### config.mk
export PLATFORM = sky130hd
export DESIGN_NAME = logic_unit_pipe
export DESIGN_NICKNAME = d
export VERILOG_FILES = /design/src/rtl/logic_unit_pipe.sv
export SDC_FILE = /design/constraint.sdc
export NUM_CORES = 1
export LEC_CHECK = 0
export CAP_MARGIN = 40
export CORE_MARGIN = 2
export CORE_UTILIZATION = 56
export CTS_BUF_LIST = sky130_fd_sc_hd__clkbuf_4
export DETAILED_ROUTE_END_ITERATION = 6
export PLACE_DENSITY = 0.9
export SYNTH_ARGS = -nofsm -noshare
export SYNTH_HDL_FRONTEND = slang
export SYNTH_SLANG_ARGS = --single-unit
### constraint.sdc
create_clock -name clk -period 4.1 [get_ports clk]
set_clock_uncertainty 0.15 [all_clocks]
set_input_delay 0.82 -clock clk [delete_from_list [all_inputs] [get_ports clk]]
set_output_delay 0.82 -clock clk [all_outputs]
set_load 0.05 [all_outputs]
### src/rtl/logic_unit_pipe.sv
// Three-operand bitwise logic unit with a 2-entry in-order result buffer and a
// saturating counter of nonzero results handed to the consumer.
module logic_unit_pipe #(
   parameter int WIDTH = 8,
   parameter int CNT_W = 16
) (
   input  logic             clk,
   input  logic             rst_n,
   input  logic [WIDTH-1:0] a,
   input  logic [WIDTH-1:0] b,
   input  logic [WIDTH-1:0] c,
   input  logic [1:0]       mode,
   input  logic             in_valid,
   output logic             in_ready,
   output logic [WIDTH-1:0] y,
   output logic             out_valid,
   input  logic             out_ready,
   input  logic             cnt_clr,
   output logic [CNT_W-1:0] hit_count
);

   function automatic logic [WIDTH-1:0] logic_op(
      input logic [1:0]       m,
      input logic [WIDTH-1:0] x0,
      input logic [WIDTH-1:0] x1,
      input logic [WIDTH-1:0] x2
   );
      logic [WIDTH-1:0] r;
      case (m)
         2'b00:   r = (x0 & x1) | x2;
         2'b01:   r = (x0 | x1) & x2;
         2'b10:   r = (x0 & x1) | (x0 & x2) | (x1 & x2);
         default: r = x0 ^ x1 ^ x2;
      endcase
      return r;
   endfunction

   function automatic logic [CNT_W-1:0] sat_inc(input logic [CNT_W-1:0] v);
      return (v == {CNT_W{1'b1}}) ? v : v + CNT_W'(1);
   endfunction

   logic [1:0]       occ;
   logic [WIDTH-1:0] head_p1;
   logic [WIDTH-1:0] tail_p1;
   logic [WIDTH-1:0] res_p0;
   logic [CNT_W-1:0] hits;
   logic             in_xfer;
   logic             out_xfer;

   // Stage 0: operands evaluated combinationally on the way into the buffer
   assign res_p0    = logic_op(mode, a, b, c);
   assign in_ready  = (occ < 2'd2);
   assign out_valid = (occ != 2'd0);
   assign y         = out_valid ? head_p1 : '0;
   assign hit_count = hits;
   assign in_xfer   = in_valid & in_ready;
   assign out_xfer  = out_valid & out_ready;

   // Stage 1: buffer occupancy and storage
   always_ff @(posedge clk or negedge rst_n) begin
      if (!rst_n) begin
         occ <= 2'd0;
      end else begin
         case ({in_xfer, out_xfer})
            2'b10:   occ <= occ + 2'd1;
            2'b01:   occ <= occ - 2'd1;
            default: occ <= occ;
         endcase
      end
   end

   // Entries are only ever read when occ says they are live, so no data reset
   always_ff @(posedge clk) begin
      if (out_xfer) begin
         head_p1 <= in_xfer ? res_p0 : tail_p1;
      end else if (in_xfer) begin
         if (occ == 2'd0) begin
            head_p1 <= res_p0;
         end else begin
            tail_p1 <= res_p0;
         end
      end
   end

   always_ff @(posedge clk or negedge rst_n) begin
      if (!rst_n) begin
         hits <= '0;
      end else if (cnt_clr) begin
         hits <= '0;
      end else if (out_xfer && (y != '0)) begin
         hits <= sat_inc(hits);
      end
   end

endmodule

; ---- After elaboration in Yosys (flattened, before gate mapping)
; Cells that the tools add are included.
[totals]
ff_bits = 34
word_cells = 50
[classes]
n_lt_le_gt_ge = 1
n_bitwise = 14
n_reduce_logical = 12
n_mux = 10
eq_ne = 6
add_sub_neg = 3
[ops]
columns = operator, n
row1 = 2-to-1 mux 16 bit, 3
row2 = 2-to-1 mux 8 bit, 5
row3 = bitwise AND 8 bit, 4
row4 = OR 8 bit, 4
row5 = case mux 8 bit (3 select lines), 1
row6 = "adder 16 x 1 -> 16 bit, second input constant", 1
row7 = "equality test 16 bit, second input constant", 1
row8 = XOR 8 bit, 2
row9 = nonzero test 2 bit, 5
row10 = nonzero test 8 bit, 1
row11 = "equality test 2 x 1 -> 1 bit, second input constant", 2
row12 = "equality test 2 bit, second input constant", 2
row13 = zero test 2 bit, 2
row14 = case mux 2 bit (2 select lines), 1
row15 = AND reduction 2 bit, 2
row16 = AND reduction 3 bit, 1
row17 = "adder 2 x 1 -> 2 bit, second input constant", 1
row18 = bitwise AND 1 bit, 2
row19 = "less-than comparator 2 bit, second input constant", 1
row20 = "!= test 2 bit, second input constant", 1
row21 = NOT 1 bit, 2
row22 = "subtractor 2 x 1 -> 2 bit, second input constant", 1
row23 = logical AND 1 bit, 1

; ---- Depth between registers and ports, before layout
[logic_depth]
ltp_word = 7
mapped_depth = 7
ltp_nobuf = 6

; ---- Worst setup path before layout
; Ideal clock, no wire load.
[synth_timing]
path_kind = register to output
start = register occ[0]
end = output y[0]
arrival_time_ns = 1.276
path_buffers = 0
t_required_ns = 3.130
setup_slack_ns = 1.854
stages_incl_launch_ff = 3
path_cell_list = dfrtp_1 -> nor2_1 -> nor2b_1
[synth_via]
elab_chain_len = 2
[synth_rtl]
columns = item, line_no
row1 = "start, declared", 42  ; logic [1:0] occ;
row2 = "start signal, assigned", 65  ; 2'b10: occ <= occ + 2'd1;
row3 = "start signal, assigned", 66  ; 2'b01: occ <= occ - 2'd1;
row4 = nonzero test 2 bit, 53  ; assign out_valid = (occ != 2'd0);
row5 = 2-to-1 mux 8 bit, 54  ; assign y = out_valid ? head_p1 : '0;
row6 = "end, declared", 15  ; output logic [WIDTH-1:0] y,
; Every way passes these cells.

; ---- Worst setup path in the final report
[layout_timing]
start = register occ[0]
end = output y[3]
; Same word-level chain as after synthesis.

==> results.sh <==
export IMPL_cts_root_buf="clkbuf_4"
export IMPL_place_area_um2=2990
export IMPL_clk_pin_slew_ps=110
export IMPL_routed_wl_met2_mm=2.67
export IMPL_post_route_drc_count=0
export IMPL_drive_above_1_share=0.110
export IMPL_top_layer_used="met4"
export IMPL_final_design_area_no_fill_um2=3060
export IMPL_postCtsSetupRepairBufs=0
export IMPL_cts_buffer_depth=2
export IMPL_timing_rr_start="hit_count[0]"
export IMPL_ys_warn_count=0
export IMPL_tightestPinTransition_ps=816
export IMPL_numCtsBuffers=5
export IMPL_die_area_um2=4820
export IMPL_yosys_register_bits=34
export IMPL_crit_path_end="y[3]"
export IMPL_ir_drop_uv=207
export IMPL_final_max_slew_violation_count=0
export IMPL_p_sw_frac=0.411
export IMPL_ys_seq_area_frac=0.389
export IMPL_finalHoldViolCount=0
export IMPL_crit_path_start="occ[0]"
export IMPL_grt_pass1_wl_mm=8.84
export IMPL_num_fill_cells=281
export IMPL_wl_mm=5.09
export IMPL_fin_crit_ps=3160
export IMPL_dr_wl_met3_um=260
export IMPL_p_per_area_nw_per_um2=440
export IMPL_grt_pass1_vias=1949
export IMPL_clock_power_share=0.187
export IMPL_path_cells="nor2_1 -> nor2b_1 -> clkdlybuf4s50_1"
export IMPL_io_pin_count=57
export IMPL_ff2ff_setup_slack_ps=1740
export IMPL_areaGrowthSynthToFinish_pct=28.0
export IMPL_tns_ps=0
export IMPL_numClockSinks=34
export IMPL_cts_resized=0
export IMPL_power_frac_seq=0.345
export IMPL_finalSetupViolCount=0
export IMPL_ys_types=37
export IMPL_rows=23
export IMPL_gp_congestion=0.771
export IMPL_status="completed"
export IMPL_holdCritPathClass="reg -> reg"
export IMPL_crit_type="reg -> out"
export IMPL_maxSlewHeadroom=0.454
export IMPL_fin_cells=340
export IMPL_viasPerCell=5.56
export IMPL_vias=1892
export IMPL_core_um2=4060
export IMPL_grt_max_degree=19
export IMPL_cpLargestDelayFamily="buffers and inverters"
export IMPL_dieHeight_um=69.4
export IMPL_cts_tree="built"
export IMPL_syn_num_nets=289
export IMPL_r2r_cells=6
export IMPL_dpl_hpwl_mm=4.03
export IMPL_m1WireLength_mm=2.06
export IMPL_leakage_nw=1.30
export IMPL_fp_dieW_um=69.4
export IMPL_overflow=0
export IMPL_required_ps=3130
export IMPL_drt_iter0_drc=104
export IMPL_ant_nets=0
export IMPL_rsz0062_at_grt="no"
export IMPL_endpoint_kind="output pin"
export IMPL_start_kind="flip-flop"
export IMPL_p_int_w=0.000795
export IMPL_post_place_cells=332
export IMPL_path_depth=3
export IMPL_h_tree_depth=2
export IMPL_critPathMaxStageDelay_ps=730
export IMPL_antenna_found_initial=0
export IMPL_syn_area_um2=2390
export IMPL_timing_fmax_mhz=316
export IMPL_critPathMaxFanout=10
export IMPL_clock_latency_ps=340
export IMPL_track_usage=0.227
export IMPL_rr_endpoint="hit_count[8]"
export IMPL_p_sw_w=0.000554
export IMPL_initial_core_util=0.590
export IMPL_hold_buffers=0
export IMPL_crit_path_top_delay_cell="clkdlybuf4s50_1"
export IMPL_worstPathArrival_ps=2190
export IMPL_antenna_diode_count=0
export IMPL_p_comb_frac=0.468
export IMPL_nets=346
export IMPL_syn_area_per_cell_um2=10.3
export IMPL_finalCritPeriodShare=0.771
export IMPL_routedWlPerCell_um=15.0
export IMPL_portBuffers=56
export IMPL_maxCapViolations=0
export IMPL_crit_buf_inv=1
export IMPL_firstDrtPassIters=4
export IMPL_netlist_instances=232
-- registers in the layout, summed over array words and instances, names as in the netlist --
register and cells:
hit_count 16, occ 2, head_p1 8, tail_p1 8
-- cell type report --
type	count	area, um^2	area share
Multi-Input combinational cell	159	1300	0.424
Sequential cell	34	931	0.304
Timing Repair Buffer	58	576	0.188
Inverter	31	116	0.0380
Tap cell	50	62.6	0.0204
Clock buffer	6	45.0	0.0147
Clock inverter	2	33.8	0.0110
-- stage by stage --
stage	hold slack [ps]	setup slack, ps	total power, W	utilization
detailed placement	393	887	0.00111	0.736
CTS	423	933	0.00135	0.755
global placement	379	1040	0.00109	0.736
global route	445	811	0.00141	0.755
floorplan	373	1850	0.000900	-
finish	421	939	0.00135	0.755
-- metal layers --
| layer | GRT usage | up-vias |
|---|---|---|
| li1 | - | 920 |
| met4 | 0.0850 | 0 |
| met2 | 0.399 | 76 |
| met5 | 0 | - |
| met3 | 0.0523 | 12 |
| met1 | 0.270 | 884 |
-- how the worst min path moves through the flow --
stage	cells past startpoint	startpoint	end
after floorplan	0	rst_n	hit_count[0]
after global placement	1	tail_p1[2]	head_p1[2]
after detailed placement	1	tail_p1[0]	head_p1[0]
after CTS	1	tail_p1[2]	head_p1[2]
after global routing	1	tail_p1[2]	head_p1[2]
final	1	tail_p1[2]	head_p1[2]
-- kinds of logic after synthesis --
kind of cell	after synthesis	share of synthesized area
AND/OR/NAND/NOR	71	0.164
buffers and inverters	39	0.0684
AO/OA/AOI/OAI	37	0.110
flip-flops	34	0.389
adder cells (fa/ha/maj)	26	0.161
multiplexers	18	0.0831
XOR/XNOR	7	0.0256
-- cells in the mapped netlist --
cell / instances / area [um^2]
inv_1: 31 / 116
dfrtp_1: 18 / 450
ha_1: 18 / 225
nand2_1: 18 / 67.6
edfxtp_1: 16 / 480
mux2_2: 15 / 169
a21oi_1: 14 / 70.1
nor2_1: 13 / 48.8
nor2b_1: 10 / 62.6
fa_1: 8 / 160
a221oi_1: 6 / 52.6
nand3_1: 6 / 30.0
o21ai_0: 5 / 25.0
or3_1: 5 / 31.3
or4_1: 5 / 37.5
nor4_1: 4 / 25.0
o31ai_1: 4 / 30.0
xor2_1: 4 / 35.0
clkbuf_1: 3 / 11.3
mux2i_1: 3 / 30.0
nand4_1: 3 / 18.8
xnor2_1: 3 / 26.3
a211o_1: 2 / 17.5
and3_1: 2 / 12.5
buf_2: 2 / 10.0
buf_6: 2 / 22.5
o221ai_1: 2 / 17.5
a21oi_2: 1 / 8.76
a21oi_4: 1 / 16.3
and2_1: 1 / 6.26
buf_1: 1 / 3.75
nand4_2: 1 / 12.5
nand4_4: 1 / 21.3
nor3_2: 1 / 10.0
nor3b_1: 1 / 7.51
o21ai_2: 1 / 8.76
o41ai_2: 1 / 16.3
-- layout by cell type, fill, tap and decap left out, types with 3 or more instances in the layout --
cell type        count
nand3_1              6
mux2i_1              3
nor4_1               4
fa_1                 8
ha_1                18
edfxtp_1            16
a221oi_1             6
nand4_1              3
clkbuf_4             6
o21ai_0              5
o31ai_1              4
clkdlybuf4s50_1     56
inv_1               31
mux2_2              15
xnor2_1              3
or4_1                5
or3_1                5
xor2_1               4
dfrtp_1             18
a21oi_1             14
nor2_1              13
nor2b_1             10
nand2_1             18
-- power groups by stage --
| stage | Sequential, W | Combinational, W | Clock [W] |
|---|---|---|---|
| 2_1_floorplan | 0.000480 | 0.000420 | 0 |
| 3_3_place_gp | 0.000468 | 0.000617 | 0 |
| 3_5_place_dp | 0.000472 | 0.000633 | 0 |
| 4_1_cts | 0.000465 | 0.000635 | 0.000254 |
| 5_1_grt | 0.000472 | 0.000675 | 0.000267 |
| 6_report | 0.000465 | 0.000632 | 0.000252 |
-- worst register-to-register path, stage by stage (launching register included) --
cell,delay [ps]
dfrtp_1,460
ha_1,270
nand4_4,130
o41ai_2,620
buf_4,290
nor4_1,70
mux2_2,270
Note: power is estimated with default switching activity, not from simulation.
